## config.mk

```make
export PLATFORM = sky130hd
export DESIGN_NAME = midi_uart_rx
export DESIGN_NICKNAME = d
export VERILOG_FILES = /design/src/rtl/midi_uart_rx.sv
export SDC_FILE = /design/constraint.sdc
export NUM_CORES = 1
export LEC_CHECK = 0
export ABC_AREA = 1
export BUFFER_PORTS_ARGS = -buffer_cell sky130_fd_sc_hd__buf_2
export CORE_ASPECT_RATIO = 0.7
export CORE_MARGIN = 2
export CORE_UTILIZATION = 58
export CTS_CLUSTER_SIZE = 8
export DETAILED_ROUTE_END_ITERATION = 7
export GPL_ROUTABILITY_DRIVEN = 0
export PLACE_DENSITY_LB_ADDON = 0.08
export SKIP_CTS_REPAIR_TIMING = 1
export SYNTH_ARGS = -nofsm -noshare
export SYNTH_HDL_FRONTEND = slang
export SYNTH_SLANG_ARGS = --single-unit
```

## constraint.sdc

```tcl
create_clock -name clock_50_000_000 -period 2.2 [get_ports clock_50_000_000]
set_clock_uncertainty 0.15 [all_clocks]
set_input_delay 0.44 -clock clock_50_000_000 [delete_from_list [all_inputs] [get_ports clock_50_000_000]]
set_output_delay 0.44 -clock clock_50_000_000 [all_outputs]
set_load 0.05 [all_outputs]
```

## src/rtl/midi_uart_rx.sv

```systemverilog
// midi_uart_rx: 8-N-1 MIDI serial receiver. Define MIDI_RX_MAJORITY_VOTE_EN to take each sample as a 2-of-3 vote.
// Latency: the strobe arrives 3 + HALF_TICKS + 9*BIT_TICKS cycles after the start-bit pin edge (15203 at defaults).
// No backpressure: every data_out_ready / framing_error strobe must be taken in the cycle it appears.
module midi_uart_rx #(
    parameter int CLOCK_HZ = 50_000_000,
    parameter int BAUD     = 31_250
) (
    input  logic       clock_50_000_000,
    input  logic       reset,
    input  logic       midi_rx,
    output logic [7:0] data_out,
    output logic       data_out_ready,
    output logic       framing_error
);
    localparam int BIT_TICKS  = CLOCK_HZ / BAUD;
    localparam int HALF_TICKS = BIT_TICKS / 2;
    localparam int CW         = $clog2(BIT_TICKS);
    localparam logic [CW-1:0] BIT_LAST  = CW'(BIT_TICKS - 1);
    localparam logic [CW-1:0] HALF_LAST = CW'(HALF_TICKS - 1);
    localparam logic [CW-1:0] CNT_ONE   = CW'(1);

    typedef enum logic [2:0] {WAIT_IDLE, IDLE, START, DATA, STOP} state_t;

    state_t        state, state_nxt;
    logic [CW-1:0] cnt, cnt_nxt;
    logic [2:0]    bit_idx, bit_idx_nxt;
    logic [7:0]    shift, shift_nxt;
    logic [7:0]    data_nxt;
    logic          ready_nxt, ferr_nxt;
    logic          rx_meta, rx_s;
    logic          sample;

    always_ff @(posedge clock_50_000_000) begin
        if (reset) begin
            rx_meta <= 1'b1;
            rx_s    <= 1'b1;
        end else begin
            rx_meta <= midi_rx;
            rx_s    <= rx_meta;
        end
    end

`ifdef MIDI_RX_MAJORITY_VOTE_EN
    // Two previous rx_s values plus the current one form the votes at cnt = N-3, N-2, N-1.
    logic [1:0] rx_hist;
    always_ff @(posedge clock_50_000_000) begin
        if (reset) rx_hist <= 2'b11;
        else       rx_hist <= {rx_hist[0], rx_s};
    end
    assign sample = (rx_hist[1] & rx_hist[0]) | (rx_hist[1] & rx_s) | (rx_hist[0] & rx_s);
`else
    assign sample = rx_s;
`endif

    always_ff @(posedge clock_50_000_000) begin
        if (reset) begin
            state          <= WAIT_IDLE;
            cnt            <= '0;
            bit_idx        <= 3'd0;
            shift          <= 8'h00;
            data_out       <= 8'h00;
            data_out_ready <= 1'b0;
            framing_error  <= 1'b0;
        end else begin
            state          <= state_nxt;
            cnt            <= cnt_nxt;
            bit_idx        <= bit_idx_nxt;
            shift          <= shift_nxt;
            data_out       <= data_nxt;
            data_out_ready <= ready_nxt;
            framing_error  <= ferr_nxt;
        end
    end

    always_comb begin
        state_nxt   = state;
        cnt_nxt     = cnt + CNT_ONE;
        bit_idx_nxt = bit_idx;
        shift_nxt   = shift;
        data_nxt    = data_out;
        ready_nxt   = 1'b0;
        ferr_nxt    = 1'b0;
        case (state)
            WAIT_IDLE: begin
                // Re-arm only after a full bit time of continuous idle-high line.
                if (!rx_s) begin
                    cnt_nxt = '0;
                end else if (cnt == BIT_LAST) begin
                    cnt_nxt   = '0;
                    state_nxt = IDLE;
                end
            end
            IDLE: begin
                cnt_nxt = '0;
                if (!rx_s) state_nxt = START;
            end
            START: begin
                if (cnt == HALF_LAST) begin
                    cnt_nxt = '0;
                    if (sample) begin
                        state_nxt = IDLE;
                    end else begin
                        bit_idx_nxt = 3'd0;
                        state_nxt   = DATA;
                    end
                end
            end
            DATA: begin
                if (cnt == BIT_LAST) begin
                    cnt_nxt     = '0;
                    shift_nxt   = {sample, shift[7:1]};
                    bit_idx_nxt = bit_idx + 3'd1;
                    if (bit_idx == 3'd7) state_nxt = STOP;
                end
            end
            STOP: begin
                if (cnt == BIT_LAST) begin
                    cnt_nxt = '0;
                    if (sample) begin
                        data_nxt  = shift;
                        ready_nxt = 1'b1;
                        state_nxt = IDLE;
                    end else begin
                        ferr_nxt  = 1'b1;
                        state_nxt = WAIT_IDLE;
                    end
                end
            end
            default: begin
                cnt_nxt   = '0;
                state_nxt = WAIT_IDLE;
            end
        endcase
    end
endmodule

```

==> results of run 1 <==
through the flow:
| stage | std cells | total power, mW |
|---|---|---|
| final | 270 | 1.44 |
| after global routing | 270 | 1.52 |
| after CTS | 270 | 1.45 |
| after detailed placement | 262 | 0.938 |
| after global placement | 262 | 0.926 |
| after floorplan | 217 | 0.892 |
path summary, 6_finish.rpt:
path | to | slack, ps | depth (start not counted)
max | bit_idx[0] | 200 | 10
min | rx_meta | 180 | 2
max reg2reg | bit_idx[0] | 200 | 10
min reg2reg | rx_s | 280 | 1
synthesized netlist by cell type, types with 3 or more instances:
| library cell | number |
|---|---|
| sky130_fd_sc_hd__a21oi_1 | 13 |
| sky130_fd_sc_hd__dfxtp_1 | 37 |
| sky130_fd_sc_hd__ha_1 | 3 |
| sky130_fd_sc_hd__inv_1 | 26 |
| sky130_fd_sc_hd__inv_2 | 8 |
| sky130_fd_sc_hd__nand2_1 | 31 |
| sky130_fd_sc_hd__nand2_2 | 6 |
| sky130_fd_sc_hd__nand3_1 | 7 |
| sky130_fd_sc_hd__nor2_1 | 35 |
| sky130_fd_sc_hd__nor3_1 | 6 |
| sky130_fd_sc_hd__o211ai_2 | 8 |
| sky130_fd_sc_hd__o21ai_0 | 12 |
| sky130_fd_sc_hd__or2_2 | 4 |
| sky130_fd_sc_hd__xor2_1 | 6 |
power by group through the flow:
stage	logic (mW)	registers, mW	clock network [mW]
2_1_floorplan	0.159	0.734	0
3_3_place_gp	0.188	0.738	0
3_5_place_dp	0.197	0.741	0
4_1_cts	0.199	0.726	0.524
5_1_grt	0.232	0.730	0.554
6_report	0.199	0.726	0.515
final cells by class:
cell class | instances | area, sq um
Multi-Input combinational cell | 142 | 803
Clock inverter | 1 | 5.00
Fill cell | 236 | 917
Timing Repair Buffer | 13 | 67.6
Inverter | 34 | 128
Sequential cell | 37 | 741
Tap cell | 36 | 45.0
Clock buffer | 7 | 96.3
per-layer routing:
layer | track usage [%] | up-vias | share of wire (%)
met2 | 31.7 | 17 | 42
li1 | - | 713 | -
met4 | 5.88 | 0 | 1.3
met1 | 26.5 | 634 | 52
met3 | 9.70 | 6 | 4.6
met5 | 0 | - | 0
sequential cells by signal, summed over array words and instances (netlist names):
name	cells
cnt	11
data_out	8
shift	8
bit_idx	3
state	3
data_out_ready	1
framing_error	1
rx_meta	1
rx_s	1
kinds of logic (layout without fill, tap and decap cells):
kind of cell,Yosys count,count (layout),share of synthesized area (%)
buf+inv,38,55,9.20
xor+xnor,8,8,4.12
compound gates,35,35,14.1
flops,37,37,43.6
fa+ha+maj,3,3,2.21
simple gates,96,96,26.9
worst max-delay path, stage by stage (launching register included):
cell and delay, ps:
sky130_fd_sc_hd__dfxtp_1 350, sky130_fd_sc_hd__ha_1 200, sky130_fd_sc_hd__nand2_2 90, sky130_fd_sc_hd__nor2_4 150, sky130_fd_sc_hd__nand2_2 110, sky130_fd_sc_hd__nor2_8 150, sky130_fd_sc_hd__nand2_2 190, sky130_fd_sc_hd__nand2_2 150
sky130_fd_sc_hd__nand2_1 90, sky130_fd_sc_hd__o21ai_0 190, sky130_fd_sc_hd__nor2_1 60
==> impl_metrics.ini, run 1 <==
[synthesis]
synthesis.area_sq_um = 1700
syn-instance-count = 217
yosysSeqAreaShare_pct = 43.6
net_count_after_synthesis = 223
synth_top_cells_by_area = sky130_fd_sc_hd__dfxtp_1 (44%), sky130_fd_sc_hd__nor2_1 (7.7%), sky130_fd_sc_hd__nand2_1 (6.8%)
synth_top_area_share_pct = 43.6
post_synth.cell_area_avg_sq_um = 7.84
synth_top_area_cell = sky130_fd_sc_hd__dfxtp_1
asyncSetResetFlopFracSynth_pct = 0
synth-seq-cells = 37
synth_top_flop_cell = sky130_fd_sc_hd__dfxtp_1
netlist-cell-type-count = 25
yosys_warnings = 0
synth-edff-count = 0

[critical_path]
worstSetupEndpointType = flip-flop
critical_path_class = reg2reg
worstPathArrival_ps = 2030
timing.critical_path.from_type = flip-flop
worstPathMaxFanout = 17
startpoint = cnt[0]
regToRegStartpoint = cnt[0]
cp.required_ps = 2230

[timing]
finalCritPeriodShare_pct = 90.8
holdWs_ps = 176
worst_max_slew_pin_slew_ps = 431
rsz_0062_raised_after_global_routing = false
fmax_mhz = 501
tns_ps = 0
count_of_endpoints_failing_hold_in_the_final_timing_report = 0
fin_crit_ps = 2000
setup-violations-final = 0
worst_slack_ps = 203
slew_headroom_pct = 71.3
final-max-slew-violation-count = 0

[run_status]
status = complete, no violations

[pwr]
cellInternalPower_mw = 1.05
max-vdd-ir-drop_mv = 0.451
swShare_pct = 27.3
power.density_cell_area_nw_per_um2 = 764
power_frac_clock_pct = 35.8
power.sequential.fraction_pct = 50.4
power.static_leakage_nw = 0.847
power.switching_mw = 0.393
p_comb_share_pct = 13.8

[detailed_routing]
avgRoutedWirePerCell_um = 11.2
sum_of_routed_wire_length_over_all_layers_um = 3030
drt-vias-per-instance = 5.07
vias = 1370
route.antenna.remaining_nets = 0
detail_route.iter0.violations = 68
drtPass1Iterations = 4
drc = 0

[floorplanning]
die_w_um = 68.7
design.portCount = 13
floorplan.core_area_sq_um = 2800
design.die.area_sq_um = 3390
initial_core_util_pct = 60.7
die_y_um = 49.3
num_rows = 16

[clocking]
worst_skew_pair.late_latency_ps = 290
cts-root-to-sink-buffers = 2
clock-sinks = 37
worst_setup_hold_path_clk_slew_ps = 70
clockRootBuffer = sky130_fd_sc_hd__clkbuf_8
tritoncts = done
htree_levels = 2
numCtsBuffers = 5

[placement]
io_buffer_count = 12
hpwl_um = 2230
worst_setup_slack_before_clock_tree_synthesis_ps = 225
placed_cell_area_sq_um = 1780

[global_route]
first_global_vias = 1270
grt-ovfl-total = 0
global_route_wire_length_before_repair_um = 5260
globalRouteTotalUtil_pct = 20.9
number_of_antenna_violations_at_the_first_check_in_global_routing = 0
grt_max_degree = 23

[final_layout]
finish.net_count = 239
final_common_cell = sky130_fd_sc_hd__dfxtp_1
most-common-layout-cells = sky130_fd_sc_hd__dfxtp_1 (37), sky130_fd_sc_hd__nor2_1 (35), sky130_fd_sc_hd__nand2_1 (31)
summed_area_of_non_filler_cells_in_the_final_layout_sq_um = 1890
final_design_utilization_pct = 67.3
layout-drive-gt1-share_pct = 22.6
diodes = 0
flow.area_growth_from_synthesis_pct = 10.9

[hold_path]
hp-start = midi_rx
min_path_type = in2reg

[run]
max-cap-violations = 0
Power figures use the tool's default switching activity.
==> run 2: changes to the inputs <==
GPL_TIMING_DRIVEN = 0   (was not set)
==> run 2 against run 1 <==
- core utilization down 0.22 points
- critical path depth fell by 1
- critical endpoint is now shift[5]
- cell count is 0.37% higher
- hold slack gained 5.5 ps
- setup slack worse by 18 ps
==> impl_metrics.ini, run 2 (synthesis gave the netlist of run 1 again) <==
[timing]
final-max-slew-violation-count = 0
setup-violations-final = 0
rsz_0062_raised_after_global_routing = false
tns_ps = 0
slew_headroom_pct = 71.4
finalCritPeriodShare_pct = 91.6
count_of_endpoints_failing_hold_in_the_final_timing_report = 0
worst_max_slew_pin_slew_ps = 429
fmax_mhz = 496
fin_crit_ps = 2020
holdWs_ps = 182

[final_layout]
most-common-layout-cells = sky130_fd_sc_hd__dfxtp_1 (37), sky130_fd_sc_hd__nor2_1 (35), sky130_fd_sc_hd__nand2_1 (31)
diodes = 0
final_common_cell = sky130_fd_sc_hd__dfxtp_1
filler_cell_count = 254
top_regs = cnt (11), data_out (8), shift (8)
regMostFlops = cnt
final_cell_count_no_fill = 271
layout-drive-gt1-share_pct = 22.6
summed_area_of_non_filler_cells_in_the_final_layout_sq_um = 1880
largest_reg_flops = 11
finish.net_count = 242
final_design_utilization_pct = 67.1
flow.area_growth_from_synthesis_pct = 10.5

[clocking]
tritoncts = done
worst_skew_pair.late_latency_ps = 290
cts-root-to-sink-buffers = 2
htree_levels = 2
clock-sinks = 37
numCtsBuffers = 5
worst_setup_hold_path_clk_slew_ps = 70
clockRootBuffer = sky130_fd_sc_hd__clkbuf_8

[global_route]
globalRouteTotalUtil_pct = 22.8
grt-ovfl-total = 0
number_of_antenna_violations_at_the_first_check_in_global_routing = 0
grt_max_degree = 11
grt_use_met1_pct = 29.8
use_met3_pct = 6.93
global_route_wire_length_before_repair_um = 5660
globalRoute.busiestLayer = met2
first_global_vias = 1298
met2_usage_pct = 35.4

[pwr]
p_comb_share_pct = 14.6
swShare_pct = 28.3
power.switching_mw = 0.385
power.density_cell_area_nw_per_um2 = 722
max-vdd-ir-drop_mv = 0.454
power_frac_clock_pct = 31.9
power.sequential.fraction_pct = 53.5
cellInternalPower_mw = 0.972
power.static_leakage_nw = 0.843

[critical_path]
r2r.worst_path.cells = 9
crit_slowest_cell = sky130_fd_sc_hd__dfxtp_1
series_of_cell_instances_along_the_critical_path = ha_1 > nand2_2 > nor2_4 > nand2_2 > nor2_8 > nand2_2 > buf_2 > o21ai_0 > a21oi_1
worstSetupEndpointType = flip-flop
timing.critical_path.from_type = flip-flop
cp.required_ps = 2220
worstPathMaxFanout = 10
critical_path_cell_count = 9
cp_slowest_stage_delay_ps = 350
crit_top_cell = sky130_fd_sc_hd__nand2_2
regToRegStartpoint = cnt[0]
critical_path_class = reg2reg
crit_buf_inv = 1
worstPathArrival_ps = 2030
path_delay_family = simple AND/OR/NAND/NOR gates
timing.rr.end = shift[5]
r2r_slack_ps = 180

[detailed_routing]
drtPass1Iterations = 4
detail_route.iter0.violations = 97
drc = 0
sum_of_routed_wire_length_over_all_layers_um = 3270
vias = 1362
drt-vias-per-instance = 5.03
route.antenna.remaining_nets = 0
avgRoutedWirePerCell_um = 12.1

[floorplanning]
floorplan.core_area_sq_um = 2800
initial_core_util_pct = 60.7
die_y_um = 49.3
design.die.area_sq_um = 3390
die_w_um = 68.7
design.portCount = 13
num_rows = 16

[placement]
dp.cells = 265
placed_cell_area_sq_um = 1810
hpwl_um = 2430
io_buffer_count = 12

[run_status]
status = complete, no violations

[hold_path]
hold_path_depth = 2
hp-start = midi_rx
timing.hold.worst_endpoint = rx_meta
min_path_type = in2reg

[run]
max-cap-violations = 0
[run 2: cell types whose count changed in the layout (fill, tap and decap cells not counted), sizes merged]
cell,change
buf,+2
clkbuf,-1
[run 2: layout make-up]
type | count | area, sq um | area share, %
multi-input combinational | 142 | 803 | 42.7
clock inverter | 1 | 5.00 | 0.266
sequential | 37 | 741 | 39.4
tap | 36 | 45.0 | 2.40
buffer | 4 | 28.8 | 1.53
clock buffer | 5 | 68.8 | 3.66
timing repair buffer | 12 | 60.1 | 3.20
inverter | 34 | 128 | 6.79
[run 2: routing by layer]
metal / routed length (um) / share of wire, %
met5: 0 / 0
met4: 38 / 1.2
met3: 194 / 5.9
met2: 1430 / 44
met1: 1610 / 49
[run 2: power by group through the flow]
stage                     registers (mW)  clock network, mW  logic (mW)
after floorplan                    0.734                  0       0.159
after global placement             0.737                  0       0.186
after detailed placement           0.741                  0       0.199
after CTS                          0.726              0.441       0.200
after global routing               0.731              0.465       0.231
final                              0.726              0.433       0.198
[run 2: how the worst max path moves through the flow]
stage / endpoint / startpoint
after floorplan: data_out[3] / cnt[0]
after global placement: shift[5] / cnt[0]
after detailed placement: cnt[1] / cnt[0]
after CTS: cnt[1] / cnt[0]
after global routing: cnt[10] / cnt[0]
final: shift[5] / cnt[0]
[run 2: per-stage QoR]
stage / power (mW) / setup slack (ps)
5_1_grt: 1.43 / 30.4
6_report: 1.36 / 185
3_5_place_dp: 0.940 / 209
2_1_floorplan: 0.892 / 482
3_3_place_gp: 0.924 / 226
4_1_cts: 1.37 / 194
